`config.mk`:
```
export PLATFORM = sky130hd
export DESIGN_NAME = shift_seq_ctrl
export DESIGN_NICKNAME = d
export VERILOG_FILES = /design/src/rtl/shift_seq_ctrl.sv
export SDC_FILE = /design/constraint.sdc
export NUM_CORES = 1
export LEC_CHECK = 0
export CELL_PAD_IN_SITES_DETAIL_PLACEMENT = 0
export CELL_PAD_IN_SITES_GLOBAL_PLACEMENT = 1
export CORE_MARGIN = 10
export CORE_UTILIZATION = 29
export CTS_BUF_LIST = sky130_fd_sc_hd__clkbuf_16
export DETAILED_ROUTE_END_ITERATION = 8
export PLACE_DENSITY = 0.86
export SYNTH_ARGS = -nofsm -noshare
export SYNTH_HDL_FRONTEND = slang
export SYNTH_SLANG_ARGS = --single-unit
```
`constraint.sdc`:
```
create_clock -name clk -period 2 [get_ports clk]
set_clock_uncertainty 0.15 [all_clocks]
set_input_delay 0.4 -clock clk [delete_from_list [all_inputs] [get_ports clk]]
set_output_delay 0.4 -clock clk [all_outputs]
set_load 0.05 [all_outputs]
```
`src/rtl/shift_seq_ctrl.sv`:
```
// shift_seq_ctrl: steps shift_unit once per bit (start/operand/dir/amount in; busy/done/err/result and su_* drive out; su_shift_out/su_shift_flag back)
module shift_seq_ctrl #(
  parameter int width = 16,
  parameter int CNT_W = 5
) (
  input  logic             clk,
  input  logic             reset,
  input  logic             start,
  input  logic [width-1:0] operand,
  input  logic             dir,
  input  logic [CNT_W-1:0] amount,
  output logic             busy,
  output logic             done,
  output logic             err,
  output logic [width-1:0] result,
  output logic [width-1:0] su_A,
  output logic [width-1:0] su_B,
  output logic [1:0]       su_ALU_FUN,
  output logic             su_shift_enable,
  input  logic [width-1:0] su_shift_out,
  input  logic             su_shift_flag
);
  typedef enum logic [1:0] {IDLE, ISSUE, WAIT, DONE} state_t;
  state_t state_q;
  logic [width-1:0] work_q, res_q;
  logic [CNT_W-1:0] cnt_q, amt_sat;
  logic dir_q, err_q;
  assign amt_sat = amount > CNT_W'(width) ? CNT_W'(width) : amount;
  always_ff @(posedge clk) begin
    if (reset) begin
      state_q <= IDLE;
      work_q  <= '0;
      res_q   <= '0;
      cnt_q   <= '0;
      dir_q   <= 1'b0;
      err_q   <= 1'b0;
    end else begin
      case (state_q)
        IDLE: if (start) begin
          work_q  <= operand;
          dir_q   <= dir;
          cnt_q   <= amt_sat;
          err_q   <= 1'b0;
          res_q   <= amt_sat == '0 ? operand : res_q;
          state_q <= amt_sat == '0 ? DONE : ISSUE;
        end
        ISSUE: state_q <= WAIT;
        WAIT: begin
          work_q  <= su_shift_out;
          cnt_q   <= cnt_q - 1'b1;
          err_q   <= ~su_shift_flag;
          res_q   <= (!su_shift_flag || cnt_q == CNT_W'(1)) ? su_shift_out : res_q;
          state_q <= (!su_shift_flag || cnt_q == CNT_W'(1)) ? DONE : ISSUE;
        end
        default: state_q <= IDLE;
      endcase
    end
  end
  assign busy            = state_q != IDLE;
  assign done            = state_q == DONE;
  assign su_shift_enable = state_q == ISSUE;
  assign su_A            = work_q;
  assign su_B            = '0;
  assign su_ALU_FUN      = {1'b0, dir_q};
  assign result          = res_q;
  assign err             = err_q;
endmodule

```
==> key figures, run 1 <==
Status
  • Status: finished, final reports clean

Critical path
  • Crit path max fanout: 16
  • Critical path class: in2reg
  • Crit path DAT: 1880 ps
  • Startpoint types: primary input
  • Worst Path Required: 2000 ps
  • Nature of the critical path endpoint: register

Synthesis
  • Avg Inst Size Synth: 10.02 µm²
  • Top post-synthesis cells by area: dfxtp_1, mux2i_1, o2bb2ai_2
  • Seq/Total Area, Yosys: 41.36%
  • EDFF count, synth: 0
  • Mapped Area: 0.001984 mm²
  • Synth Register Bits: 41
  • Post-synthesis compound-gate area fraction: 26.10%
  • Main combinational cell family by area after synthesis: compound AO/OA/AOI/OAI gates
  • Unique masters post-synth: 40
  • Xor/xnor share of the synthesized area: 0%
  • Post-Synth Simple-Gate Area: 11.73%
  • Mux cell area share after synthesis: 8.071%
  • Asr flop ratio synth: 0%
  • Synth area leader: dfxtp_1
  • Adder-cell share of the synthesized area: about 1.3%
  • Synth top area share: 41.36%
  • Cells after synthesis: 198
  • Yosys warning count: 0
  • Synth Flop Type: dfxtp_1

Final layout
  • Fill count: 636
  • Area of the multi-input gates: 0.001050 mm²
  • Antenna cells: 0
  • Final #Nets: 328
  • Sequential Area: 824.5 µm²
  • Util after Layout: roughly 45%
  • Layout cell share with drive strength beyond 1: 29.82%
  • P&R area growth vs syn: 53.72%
  • Final Non-Filler Cells: 365

Power
  • Power per cell area: 936.0 mW/mm²
  • Sequential share of power: 33.4%
  • Cell internal pwr: about 1900 µW
  • Total Power: 2855 µW
  • Net Sw Frac: 32.60%
  • Psw: 930.7 µW
  • VDD IR max: about 0.51 mV
  • Leak: 0.001243 µW
  • Comb pwr share: between 20 and 30%
  • Clock power share: 36.8%

Floorplanning
  • Top-Level Pins: 96
  • Starting Density: 29.53%
  • Die H: between 100 and 150 µm
  • FP Rows: 30
  • Core ar.: 0.006719 mm²
  • Die width: slightly above 100 µm
  • Die area: 0.01055 mm²

Place
  • Port bufs: 78
  • Dpl cells: 354
  • Routability cong.: 0.8177
  • HPWL after DPL: 4.543 mm

CTS
  • CTS Hold Buffers Added: 0
  • Worst skew pair latency: 270 ps
  • TritonCTS clock tree: done
  • CTS H-tree lvls: 2
  • CTS Buf Count: 5
  • Sinks on the clock net: a little over 40
  • Clock root buffer: clkbuf_16
  • Clk buf depth: 2
  • Clock Pin Slew Worst Setup and Hold Paths: roughly 60 ps

Global routing
  • Vias in the first global route: 1,733
  • Gr usage total: 11.04%
  • Grt ovf: 0
  • Initial antenna violation count: 0
  • Grt met2 use: 19.63%
  • Largest net degree at the start of global routing: 25
  • Met1 Track Usage GR: between 10% and 20%
  • Met3 usage in global routing: about 3.8%
  • Global-route wire length before repair: 9.135 mm
  • GR peak layer: met2

Timing
  • Hold Violations, Final: 0
  • Max Freq: 530.6 MHz
  • Final Critical Period: 1885 ps
  • Setup violations, final: 0
  • Unrepaired setup endpoints after global routing: no
  • Final hold slack: 325.5 ps
  • Fin crit share: around 94%
  • Final-report max-slew violation count: 0

Drt
  • Vias: 1,717
  • Routed vias/inst: ~4.7
  • DR pass1 iterations: 4
  • Final WL: 5.994 mm
  • Violation count after the first detailed-route iteration: 60
  • Residual DRC: 0
  • Wire length per cell: 16.42 µm
  • Routed Antenna Nets: 0

Worst hold path
  • Min-Delay Path Class: reg2reg

Flow run
  • Max Cap Viol: 0
[power groups by stage]
stage	sequential (µW)	combinational [µW]	clock (µW)
2_1_floorplan	1160	378	0
6_report	953	853	1050
3_3_place_gp	964	833	0
3_5_place_dp	965	837	0
5_1_grt	964	911	1100
4_1_cts	950	854	1070
[per-stage QoR]
stage	setup TNS, ps	cell area, µm²	setup WS (ps)
after floorplan	0	2044	116.8
final	0	3050	115.3
after global placement	-5362	2774	-337.8
after CTS	0	3018	19.44
after detailed placement	-6222	2774	-399.3
after global routing	0	3050	24.44
[worst max-delay path, cell delays in order]
cell	delay [ps]
clkdlybuf4s50_1	430
or4_4	470
o21ai_4	170
a31oi_4	110
buf_12	170
o2bb2ai_1	120
[kinds of logic after synthesis]
family / Yosys count
compound gates: 58
fa+ha+maj: 2
buf+inv: 36
flops: 41
mux: 16
other cells: 1
simple gates: 44
[cells in the mapped netlist, types with 2 or more instances]
library cell / number
a211oi_1: 17
clkbuf_1: 5
ha_1: 2
a21oi_1: 7
nor2_1: 25
a31oi_1: 4
nand2_1: 2
buf_6: 2
dfxtp_1: 41
buf_2: 5
o2bb2ai_1: 6
nor2b_1: 4
o21ai_0: 5
mux2i_1: 16
buf_4: 18
inv_1: 6
o2bb2ai_2: 10
[sequential cells by signal (all words and copies together) (netlist names)]
register  cells
result       16
su_A         16
cnt_q         5
state_q       2
dir_q         1
err           1
[layout by cell type, fill, tap and decap left out, types with 3 or more instances in the layout]
cell type         n
conb_1           17
nor2_1           25
a21oi_1           7
nor2b_1           3
a31oi_1           4
clkbuf_16         5
mux2i_1          16
clkdlybuf4s50_1  38
o21ai_0           5
dfxtp_2           3
o2bb2ai_1         3
dfxtp_1          38
buf_12            5
o2bb2ai_2        13
inv_1             6
a211oi_1         17
buf_4            45
[routing by layer]
layer,part of all wire [%],vias up
met1,41,798
li1,-,862
met5,0,-
met2,52,55
met3,6.0,2
met4,0.48,0
[repair_timing]
action,4_1_cts,5_1_grt
setup buffers,2,0
pin swaps,9,6
gates cloned,1,0
gates resized for setup,4,8
endpoints found under the setup margin,16,15
[area by class of cell]
| class | instances | share of cell area, % |
|---|---|---|
| Clock buffer | 5 | 4.102 |
| Clock inverter | 3 | 2.256 |
| Sequential cell | 41 | 27.03 |
| Timing Repair Buffer | 92 | 28.18 |
| Tap cell | 80 | 3.281 |
| Multi-Input combinational cell | 138 | 34.41 |
| Inverter | 6 | 0.7383 |
[final timing paths]
path | startpoint | to | slack [ps] | cells after the start
hold reg to reg | result[0] | result[0] | 330 | 1
hold / removal | result[0] | result[0] | 330 | 1
setup reg to reg | cnt_q[1] | result[12] | 130 | 7
setup / recovery | amount[0] | result[12] | 120 | 6
Power figures use the tool's default switching activity.
==> run 2, diff against run 1 <==
--- a/config.mk
+++ b/config.mk
@@ -11,6 +11,7 @@
 export CORE_UTILIZATION = 29
 export CTS_BUF_LIST = sky130_fd_sc_hd__clkbuf_16
 export DETAILED_ROUTE_END_ITERATION = 8
+export GPL_TIMING_DRIVEN = 0
 export PLACE_DENSITY = 0.86
 export SYNTH_ARGS = -nofsm -noshare
 export SYNTH_HDL_FRONTEND = slang
==> key figures, run 2 (same netlist as run 1, synthesis figures left out) <==
Status
  • Status: finished, final reports clean

Critical path
  • Crit path max-delay family: buffers and inverters
  • Startpoint types: register
  • Nature of the critical path endpoint: primary output
  • Crit path DAT: 1430 ps
  • Largest stage delay on the critical path: about 800 ps
  • Reg-to-reg setup timing slack: 110 ps
  • Crit path max fanout: 2
  • Critical path class: reg2out
  • Worst path cell trace: clkdlybuf4s50_1
  • WP buf/inv: 1
  • Worst Path Required: 1450 ps
  • Slowest CP cell: clkdlybuf4s50_1

Global routing
  • Global-route wire length before repair: 9.163 mm
  • Vias in the first global route: 1,799
  • Grt ovf: 0
  • Gr usage total: 10.99%
  • Largest net degree at the start of global routing: 12
  • Initial antenna violation count: 0

Timing
  • Hold Violations, Final: 0
  • Unrepaired setup endpoints after global routing: no
  • Worst-Margin Slew: 558.2 ps
  • Worst slew margin: 62.73%
  • Final-report max-slew violation count: 0
  • Setup violations, final: 0
  • Max Freq: 505.2 MHz
  • Fin crit share: 98.98%
  • Worst Setup Slack, final: around 20 ps
  • Final Critical Period: 1980 ps

CTS
  • CTS Hold Buffers Added: 0
  • Clk buf depth: 2
  • TritonCTS clock tree: done
  • Worst skew pair latency: 270 ps
  • Clock Pin Slew Worst Setup and Hold Paths: 60 ps
  • Clock root buffer: clkbuf_16
  • CTS Buf Count: 5
  • CTS H-tree lvls: 2
  • Sinks on the clock net: 41

Floorplanning
  • Die area: 0.01055 mm²
  • Top-Level Pins: 96
  • Core ar.: around 0.0067 mm²
  • Starting Density: 29.53%
  • FP Rows: 30
  • Die width: 102.7 µm
  • Die H: 102.7 µm

Place
  • Routability cong.: ~0.75
  • Port bufs: 77
  • Pre-CTS setup slack: -387.6 ps
  • Placed instance area: a little under 0.003 mm²
  • Dpl cells: 371
  • HPWL after DPL: 4.721 mm

Power
  • Leak: 0.001610 µW
  • VDD IR max: 0.5222 mV
  • Total Power: between 2000 and 3000 µW
  • Power per cell area: 808.8 mW/mm²

Drt
  • Violation count after the first detailed-route iteration: 78
  • Residual DRC: 0
  • Routed Antenna Nets: 0
  • DR pass1 iterations: 4
  • Final WL: about 6 mm
  • Vias: approximately 1,700
  • Routed vias/inst: 4.609
  • Wire length per cell: roughly 16 µm

Final layout
  • Most common cell after layout, fill and taps aside: clkdlybuf4s50_1
  • Final instance area: 0.003162 mm²
  • Antenna cells: 0
  • Final #Nets: 344
  • Layout cell share with drive strength beyond 1: approximately a fifth
  • Most frequent cells in the layout: clkdlybuf4s50_1, dfxtp_1, nor2_1, dlymetal6s2s_1, buf_4
  • P&R area growth vs syn: 59.33%
  • Final Non-Filler Cells: 379

Worst hold path
  • Min-Delay Path Class: reg2reg

Flow run
  • Max Cap Viol: 0
==> run 2: changes by cell type in the layout (fill, tap and decap cells not counted), sizes merged, moves of 2 or more <==
cell / before / now
clkbuf: 5 / 10
dlymetal6s2s: 1 / 23
bufinv: 2 / 0
clkdlybuf4s50: 38 / 42
buf: 51 / 29
dlygate4sd2: 2 / 9
==> run 2: report_power, final <==
part / total [µW] / internal [µW] / switching [µW]
combinational: 885 / 329 / 556
sequential: 941 / 894 / 46.9
clock: 731 / 445 / 286
==> run 2: per-stage QoR <==
step | util (%) | hold WS, ps | setup TNS (ps)
3_3_place_gp | 43.39 | 295.2 | -10040
3_5_place_dp | 43.39 | 295.7 | -10030
6_report | 47.06 | 309.0 | 0
2_1_floorplan | - | 302.5 | 0
4_1_cts | 45.87 | 317.9 | -63.61
5_1_grt | 47.06 | 330.8 | 0
==> run 2: timing repair <==
action / in CTS / in global routing
buffers inserted: 1 / 0
resized for setup: 29 / 32
endpoints found under the setup margin: 22 / 51
cloned: 1 / 0
pin swaps: 3 / 3
==> run 2: layout make-up <==
type	instances	area (µm²)
Buffer	30	212.7
Clock buffer	5	125.1
Clock inverter	1	5.005
Fill cell	642	3557
Inverter	6	22.52
Multi-Input combinational cell	137	1026
Sequential cell	41	823.3
Tap cell	80	100.1
Timing Repair Buffer	79	847.1
==> run 2: path summary, 6_finish.rpt <==
kind                    from    endpoint  depth (start not counted)
setup reg to reg    cnt_q[1]  result[14]                          7
hold reg to reg   result[11]  result[11]                          1
setup / recovery     su_A[6]     su_A[6]                          1
hold / removal    result[11]  result[11]                          1
==> run 2: routing by layer <==
layer	GRT usage [%]	vias up	part of all wire (%)
li1	-	882	-
met1	12.49	800	41
met2	18.79	59	51
met3	4.424	6	7.6
met4	2.603	0	0.61
met5	0	-	0
